==> src/rtl/comp_pkg.sv <==
// Shared types and result encodings for the sequential wide comparator.
package comp_pkg;

    typedef enum logic [1:0] {
        IDLE,
        RUN,
        DONE
    } comp_state_t;

    // Result encodings, in {g,e,l} order.
    localparam logic [2:0] RES_GT = 3'b100;
    localparam logic [2:0] RES_EQ = 3'b010;
    localparam logic [2:0] RES_LT = 3'b001;

endpackage

==> src/rtl/comp2w.sv <==
// Purely combinational 2-bit unsigned magnitude comparator slice.
module comp2w (
    input  logic [1:0] a,
    input  logic [1:0] b,
    output logic       g,
    output logic       e,
    output logic       l
);

    assign g = (a > b);
    assign e = (a == b);
    assign l = (a < b);

endmodule

==> src/rtl/comp_seq.sv <==
// Sequential WIDTH-bit magnitude comparator: walks one comp2w slice over the
// operand pairs MSB first and stops at the first unequal pair.
module comp_seq
    import comp_pkg::*;
#(
    parameter int WIDTH = 8
) (
    input  logic             clk,
    input  logic             rst,
    input  logic             start,
    input  logic [WIDTH-1:0] a,
    input  logic [WIDTH-1:0] b,
    output logic             busy,
    output logic             done,
    output logic             g,
    output logic             e,
    output logic             l
);

    localparam int NP = WIDTH / 2;
    localparam int CW = (NP > 1) ? $clog2(NP) : 1;

    if ((WIDTH % 2) != 0 || WIDTH < 2) begin : g_bad_width
        $fatal(1, "comp_seq: WIDTH must be even and >= 2");
    end

    comp_state_t      state_q, state_d;
    logic [WIDTH-1:0] sa_q, sa_d;
    logic [WIDTH-1:0] sb_q, sb_d;
    logic [CW-1:0]    cnt_q, cnt_d;
    logic [2:0]       res_q, res_d;

    logic slice_g, slice_e, slice_l;

    comp2w u_slice (
        .a (sa_q[WIDTH-1 -: 2]),
        .b (sb_q[WIDTH-1 -: 2]),
        .g (slice_g),
        .e (slice_e),
        .l (slice_l)
    );

    always_comb begin
        // NOTE: every variable gets a default first so no path can infer a latch.
        state_d = state_q;
        sa_d    = sa_q;
        sb_d    = sb_q;
        cnt_d   = cnt_q;
        res_d   = res_q;

        unique case (state_q)
            IDLE, DONE: begin
                if (start) begin
                    sa_d    = a;
                    sb_d    = b;
                    cnt_d   = CW'(NP - 1);
                    state_d = RUN;
                end else begin
                    state_d = IDLE;
                end
            end
            RUN: begin
                if (slice_g || slice_l) begin
                    res_d   = {slice_g, slice_e, slice_l};
                    state_d = DONE;
                end else if (cnt_q != '0) begin
                    // Pair is equal: bring the next lower pair up to the slice.
                    sa_d  = sa_q << 2;
                    sb_d  = sb_q << 2;
                    cnt_d = cnt_q - CW'(1);
                end else begin
                    res_d   = RES_EQ;
                    state_d = DONE;
                end
            end
            default: state_d = IDLE;
        endcase
    end

    always_ff @(posedge clk) begin
        // NOTE: datapath registers are cleared too, so a reset mid-compare leaves no stale operands.
        if (rst) begin
            state_q <= IDLE;
            sa_q    <= '0;
            sb_q    <= '0;
            cnt_q   <= '0;
            res_q   <= '0;
        end else begin
            // NOTE: non-blocking assignments keep every register sampling pre-edge values.
            state_q <= state_d;
            sa_q    <= sa_d;
            sb_q    <= sb_d;
            cnt_q   <= cnt_d;
            res_q   <= res_d;
        end
    end

    assign busy        = (state_q == RUN);
    assign done        = (state_q == DONE);
    assign {g, e, l}   = res_q;

endmodule

==> config.mk <==
export PLATFORM = sky130hd
export DESIGN_NAME = comp_seq
export DESIGN_NICKNAME = d
export VERILOG_FILES = /design/src/rtl/comp_pkg.sv /design/src/rtl/comp2w.sv /design/src/rtl/comp_seq.sv
export SDC_FILE = /design/constraint.sdc
export NUM_CORES = 1
export LEC_CHECK = 0
export BUFFER_PORTS_ARGS = -buffer_cell sky130_fd_sc_hd__buf_2
export CORE_MARGIN = 2
export CORE_UTILIZATION = 56
export CTS_BUF_LIST = sky130_fd_sc_hd__clkbuf_16
export CTS_CLUSTER_SIZE = 12
export DETAILED_ROUTE_END_ITERATION = 10
export PLACE_DENSITY = 0.82
export SETUP_SLACK_MARGIN = 0.2
export SLEW_MARGIN = 20
export SYNTH_ARGS = -nofsm -noshare
export SYNTH_HDL_FRONTEND = slang
export SYNTH_SLANG_ARGS = --single-unit
==> constraint.sdc <==
create_clock -name clk -period 4.75 [get_ports clk]
set_clock_uncertainty 0.1 [all_clocks]
set_input_delay 0.7125 -clock clk [delete_from_list [all_inputs] [get_ports clk]]
set_output_delay 0.7125 -clock clk [all_outputs]
set_load 0.005 [all_outputs]
# Word-level counts from Yosys, hierarchy flattened
# Index checks and enable logic that the tools add are counted.
word_totals:
  n_memories: 0
  elab_cells: 41
  output_inout_bits: 5
  ff_bits: 23
  mem_bits_rw: 0
  inputBits: 19
  latchBits: 0
  mem_bits_ro: 0
classes:
  addsub: 1
  div: 0
  n_mux: 18
  n_shift: 0
  eq_ne: 8
  reduce_logical: 7
  n_mul: 0
  n_lt_le_gt_ge: 2
  bitwise: 0
op_table:
  columns: ["op", "n"]
  rows:
  - ["8-bit 2-to-1 mux", 6]
  - ["8-bit one-hot mux with 2 select lines", 2]
  - ["2-bit 2-to-1 mux", 5]
  - ["2-bit one-hot mux with 2 select lines", 2]
  - ["3-bit 2-to-1 mux", 2]
  - ["2-bit != test (second input constant)", 3]
  - ["4-bit AND reduction", 1]
  - ["2-bit nonzero test", 2]
  - ["3-bit != test (second input constant)", 1]
  - ["2-bit by 1-bit == test with 1-bit output (second input constant)", 1]
  - ["2-bit == test", 1]
  - ["2-bit == test (second input constant)", 1]
  - ["2-bit greater-than comparator", 1]
  - ["2-bit zero test", 1]
  - ["2-bit less-than comparator", 1]
  - ["2-bit by 1-bit != test with 1-bit output (second input constant)", 1]
  - ["2-bit AND reduction", 1]
  - ["2-bit OR reduction", 1]
  - ["2-bit by 1-bit subtractor with 2-bit output (second input constant)", 1]
  - ["1-bit logical OR", 1]
  - ["1-bit 2-to-1 mux", 1]

# Depth between registers and ports, before layout
logic_depth:
  word_depth: 4
  ltp_mapped: 7
  depth_no_buf: 6

# Hierarchy
# Synthesis repeated with hierarchy kept, for this count alone.
unflattened:
  hier_cells: 118
  area_unflattened_um2: 1167.4
by_module_without_submodules:
  columns: ["module", "instances", "area_each_um2", "cells_each"]
  rows:
  - ["comp_seq", 1, 1104.8, 109]
  - ["comp2w", 1, 62.6, 9]

# Worst setup path after synthesis
# Ideal clock, no wire load.
synth_timing:
  path_kind: "flip-flop to flip-flop"
  startpoint: "reg sa_q[6]"
  endpoint: "reg sa_q[7]"
  arrival_time_ns: 1.465
  t_required_ns: 4.507
  path_slack_ns: 3.042
  synth_period_minus_slack_ns: 1.708
  setup_time_ns: 0.143
  path_buffers: 1
  path_stages_with_launch: 7
  cell_sequence: "dfxtp_1 > inv_1 > ha_1 > nor2b_1 > o41ai_4 > buf_4 > a211oi_1"
synth_between:
  elab_chain_len: 4
synth_lines:
  columns: ["element", "line", "text"]
  rows:
  - ["start: declaration", "comp_seq.sv:28", "logic [WIDTH-1:0] sa_q, sa_d;"]
  - ["start signal: assignment", "comp_seq.sv:84", "sa_q <= '0;"]
  - ["start signal: assignment", "comp_seq.sv:91", "sa_q <= sa_d;"]
  - ["2-bit greater-than comparator or 2-bit less-than comparator (tied branches)", "comp2w.sv:10, comp2w.sv:12", null]
  - ["1-bit logical OR (*)", "comp_seq.sv:63", "if (slice_g || slice_l) begin"]
  - ["2-bit != test (no source line) (*)", null, null]
  - ["4-bit AND reduction (no source line) (*)", null, null]
# Mark *: on every way between the ends. The rest lies on a longest branch, timed or not.
# A chain may end at the register's enable or synchronous reset.

# Worst setup path in the final report
layout_timing:
  startpoint: "reg state_q[1]"
  endpoint: "out busy"
layout_between:
  elab_chain_len: 1
layout_lines:
  columns: ["element", "line", "text"]
  rows:
  - ["start: declaration", "comp_seq.sv:27", "comp_state_t state_q, state_d;"]
  - ["start signal: assignment", "comp_seq.sv:90", "state_q <= state_d;"]
  - ["2-bit by 1-bit == test with 1-bit output", "comp_seq.sv:98", "assign busy = (state_q == RUN);"]
  - ["end: declaration", "comp_seq.sv:13", "output logic busy,"]
# Every way passes these cells.

==> impl_metrics.json <==
{
  "rows": 15,
  "min_period_ps": 2440,
  "grt_usage_pct": 22.8,
  "slew_headroom_pct": 34.9,
  "crit_path_start": "state_q[1]$_SDFFE_PP0P_",
  "synth-compound-area-share_pct": 21.6,
  "synthSimpleGateAreaFrac_pct": 15.4,
  "tns_ps": 0,
  "hold_path_class": "register to register",
  "fin_crit_sh_pct": 51.4,
  "crit-reg2reg-capture": "sa_q[4]$_SDFFE_PP0P_",
  "fill_cells": 137,
  "syn-mean-instance-area_um2": 9.67,
  "p_total_mw": 0.498,
  "port-buffer-count": 23,
  "synth_seq_cells": 23,
  "synth_top_family_by_area": "compound AO/OA/AOI/OAI gates",
  "muxShareOfSynthArea_pct": 11.1,
  "finalSetupViolations": 0,
  "syn_nets": 134,
  "drc": 0,
  "synth-async-reset-ratio_pct": 0,
  "grt_max_degree": 25,
  "synthXorXnorAreaFrac_pct": 0,
  "cts_setup_buffers": 0,
  "drive_gt1_share_pct": 26.9,
  "wirelength_mm": 2.13,
  "antenna_found_initial": 0,
  "start_util_pct": 61.4,
  "syn_area_um2": 1080,
  "cts-root-buf": "clkbuf_16",
  "vdd_drop_max_mv": 0.272,
  "mostFrequentLayoutCells": "dfxtp_1, buf_2, nor2_1, mux2i_1",
  "globalplace.congestion": 0.715,
  "power.leakage_nw": 0.594,
  "nets": 157,
  "clkLatencyLatePin_ps": 260,
  "timing.hold.ws_ps": 354,
  "slew_violations": 0,
  "ctsResizeCount": 0,
  "use_met1_pct": 25.1,
  "grt.busiest_layer": "met2",
  "vias_per_cell": 5.44,
  "r2r-start": "state_q[0]$_SDFFE_PP0P_",
  "core_area_um2": 1760,
  "dieArea_um2": 2300,
  "synth-adder-area-share_pct": 3.46,
  "fp.dieH_um": 48.0,
  "cts_sinks": 23,
  "rsz0062_at_grt": "no",
  "synthCells": 112,
  "hold_violations": 0,
  "grt_pass1_wl_mm": 3.51,
  "die_w_um": 48.0,
  "startpoint_type": "register",
  "seq_area_frac_synth_pct": 42.5,
  "ctsHoldBuffers": 0,
  "whs_path_depth": 2,
  "max_freq_mhz": 409,
  "cp.required_ps": 3940,
  "max_cap_viol_count": 0,
  "vias": 865,
  "drt_iter0_markers": 13,
  "area_growth_syn_to_layout_pct": 17.6,
  "grt_pass1_vias": 841,
  "first_pass_iters": 4,
  "max-clock-path-buffers": 2,
  "yosys.cell_types.count": 22,
  "hold_start": "res_q[1]$_SDFFE_PP0P_",
  "cts_tree": "yes",
  "crit_fanout": 19,
  "grt_overflow_total": 0,
  "p_per_area_nw_per_um2": 391,
  "tightest_slew_ps": 977,
  "io_pins": 24,
  "worstHoldEndpoint": "res_q[1]$_SDFFE_PP0P_",
  "synth-edff-count": 0,
  "critPathKind": "register to primary output",
  "grtUsageMet2_pct": 42.1,
  "rr_worst_depth": 5,
  "reg2reg_slack_ps": 2470,
  "synth_ff_type": "dfxtp_1",
  "wl_per_cell_um": 13.4,
  "end_kind": "primary output",
  "cp.arrival_ps": 1630,
  "ys_warn_count": 0,
  "use_met3_pct": 5.66,
  "num_antenna_cells": 0,
  "clkTransAtPathRegs_ps": 60,
  "htree_levels": 1,
  "cts_buffers": 3,
  "postRouteAntennaNets": 0,
  "status": "finished, final reports clean"
}
==> worst max-delay path by stage <==
stage | slack (ps) | cells after the start | end
after global routing | 2180 | 3 | busy
after floorplan | 3040 | 6 | sa_q[7]$_SDFFE_PP0P_
final | 2310 | 3 | busy
after CTS | 2300 | 3 | busy
after global placement | 2590 | 5 | sb_q[6]$_SDFFE_PP0P_
after detailed placement | 2480 | 5 | sa_q[4]$_SDFFE_PP0P_
==> worst max-delay path, cell delays in order, from the launching register on <==
cell,delay [ps]
dfxtp_1,320
nand2b_1,750
inv_1,130
buf_2,170
==> registers in the layout, summed over array words and instances (netlist names) <==
register  cells
cnt_q         2
res_q         3
sa_q          8
sb_q          8
state_q       2
==> area by class of cell <==
cell class                 instances  area (um2)  area share [%]
inverter                           6        22.5            1.77
clock buffer                       3        75.1            5.89
timing repair buffer              24         123            9.63
tap                               25        31.3            2.46
sequential                        23         460            36.1
multi-input combinational         77         558            43.8
clock inverter                     1        3.75           0.295
==> synth_stat cells, types with 3 or more instances <==
cell type  instances  area, um2
dfxtp_1           23        460
nor2_1            15       56.3
mux2i_1           12        120
a211oi_2           8        100
a21oi_1            8       40.0
a211oi_1           7       52.6
inv_1              6       22.5
nand2_1            6       22.5
nor2b_1            5       31.3
nand3_1            4       20.0
ha_1               3       37.5
==> cells by family after synthesis <==
| kind of cell | after synthesis |
|---|---|
| compound gates | 26 |
| fa+ha+maj | 3 |
| buf+inv | 12 |
| flops | 23 |
| mux | 12 |
| simple gates | 36 |
==> where the power goes <==
group          leakage, nW  switching [mW]  internal (mW)
Combinational        0.362          0.0547         0.0414
Clock               0.0423          0.0673          0.112
Sequential           0.190          0.0107          0.212
==> per-stage QoR <==
step                      util, %  std cells  worst slack [ps]  cell area, um2
after floorplan                 -        112              3040            1080
after global placement       67.7        155              2590            1190
after detailed placement     67.7        155              2480            1190
after CTS                    72.2        159              2300            1270
after global routing         72.2        159              2180            1270
final                        72.2        159              2310            1270
==> metal layers <==
layer / up-vias / part of all wire [%]
met4: 0 / 1.8
met1: 397 / 42
met3: 5 / 3.8
li1: 446 / -
met2: 17 / 53
met5: - / 0
No activity file was read; power rests on OpenSTA's default activity.
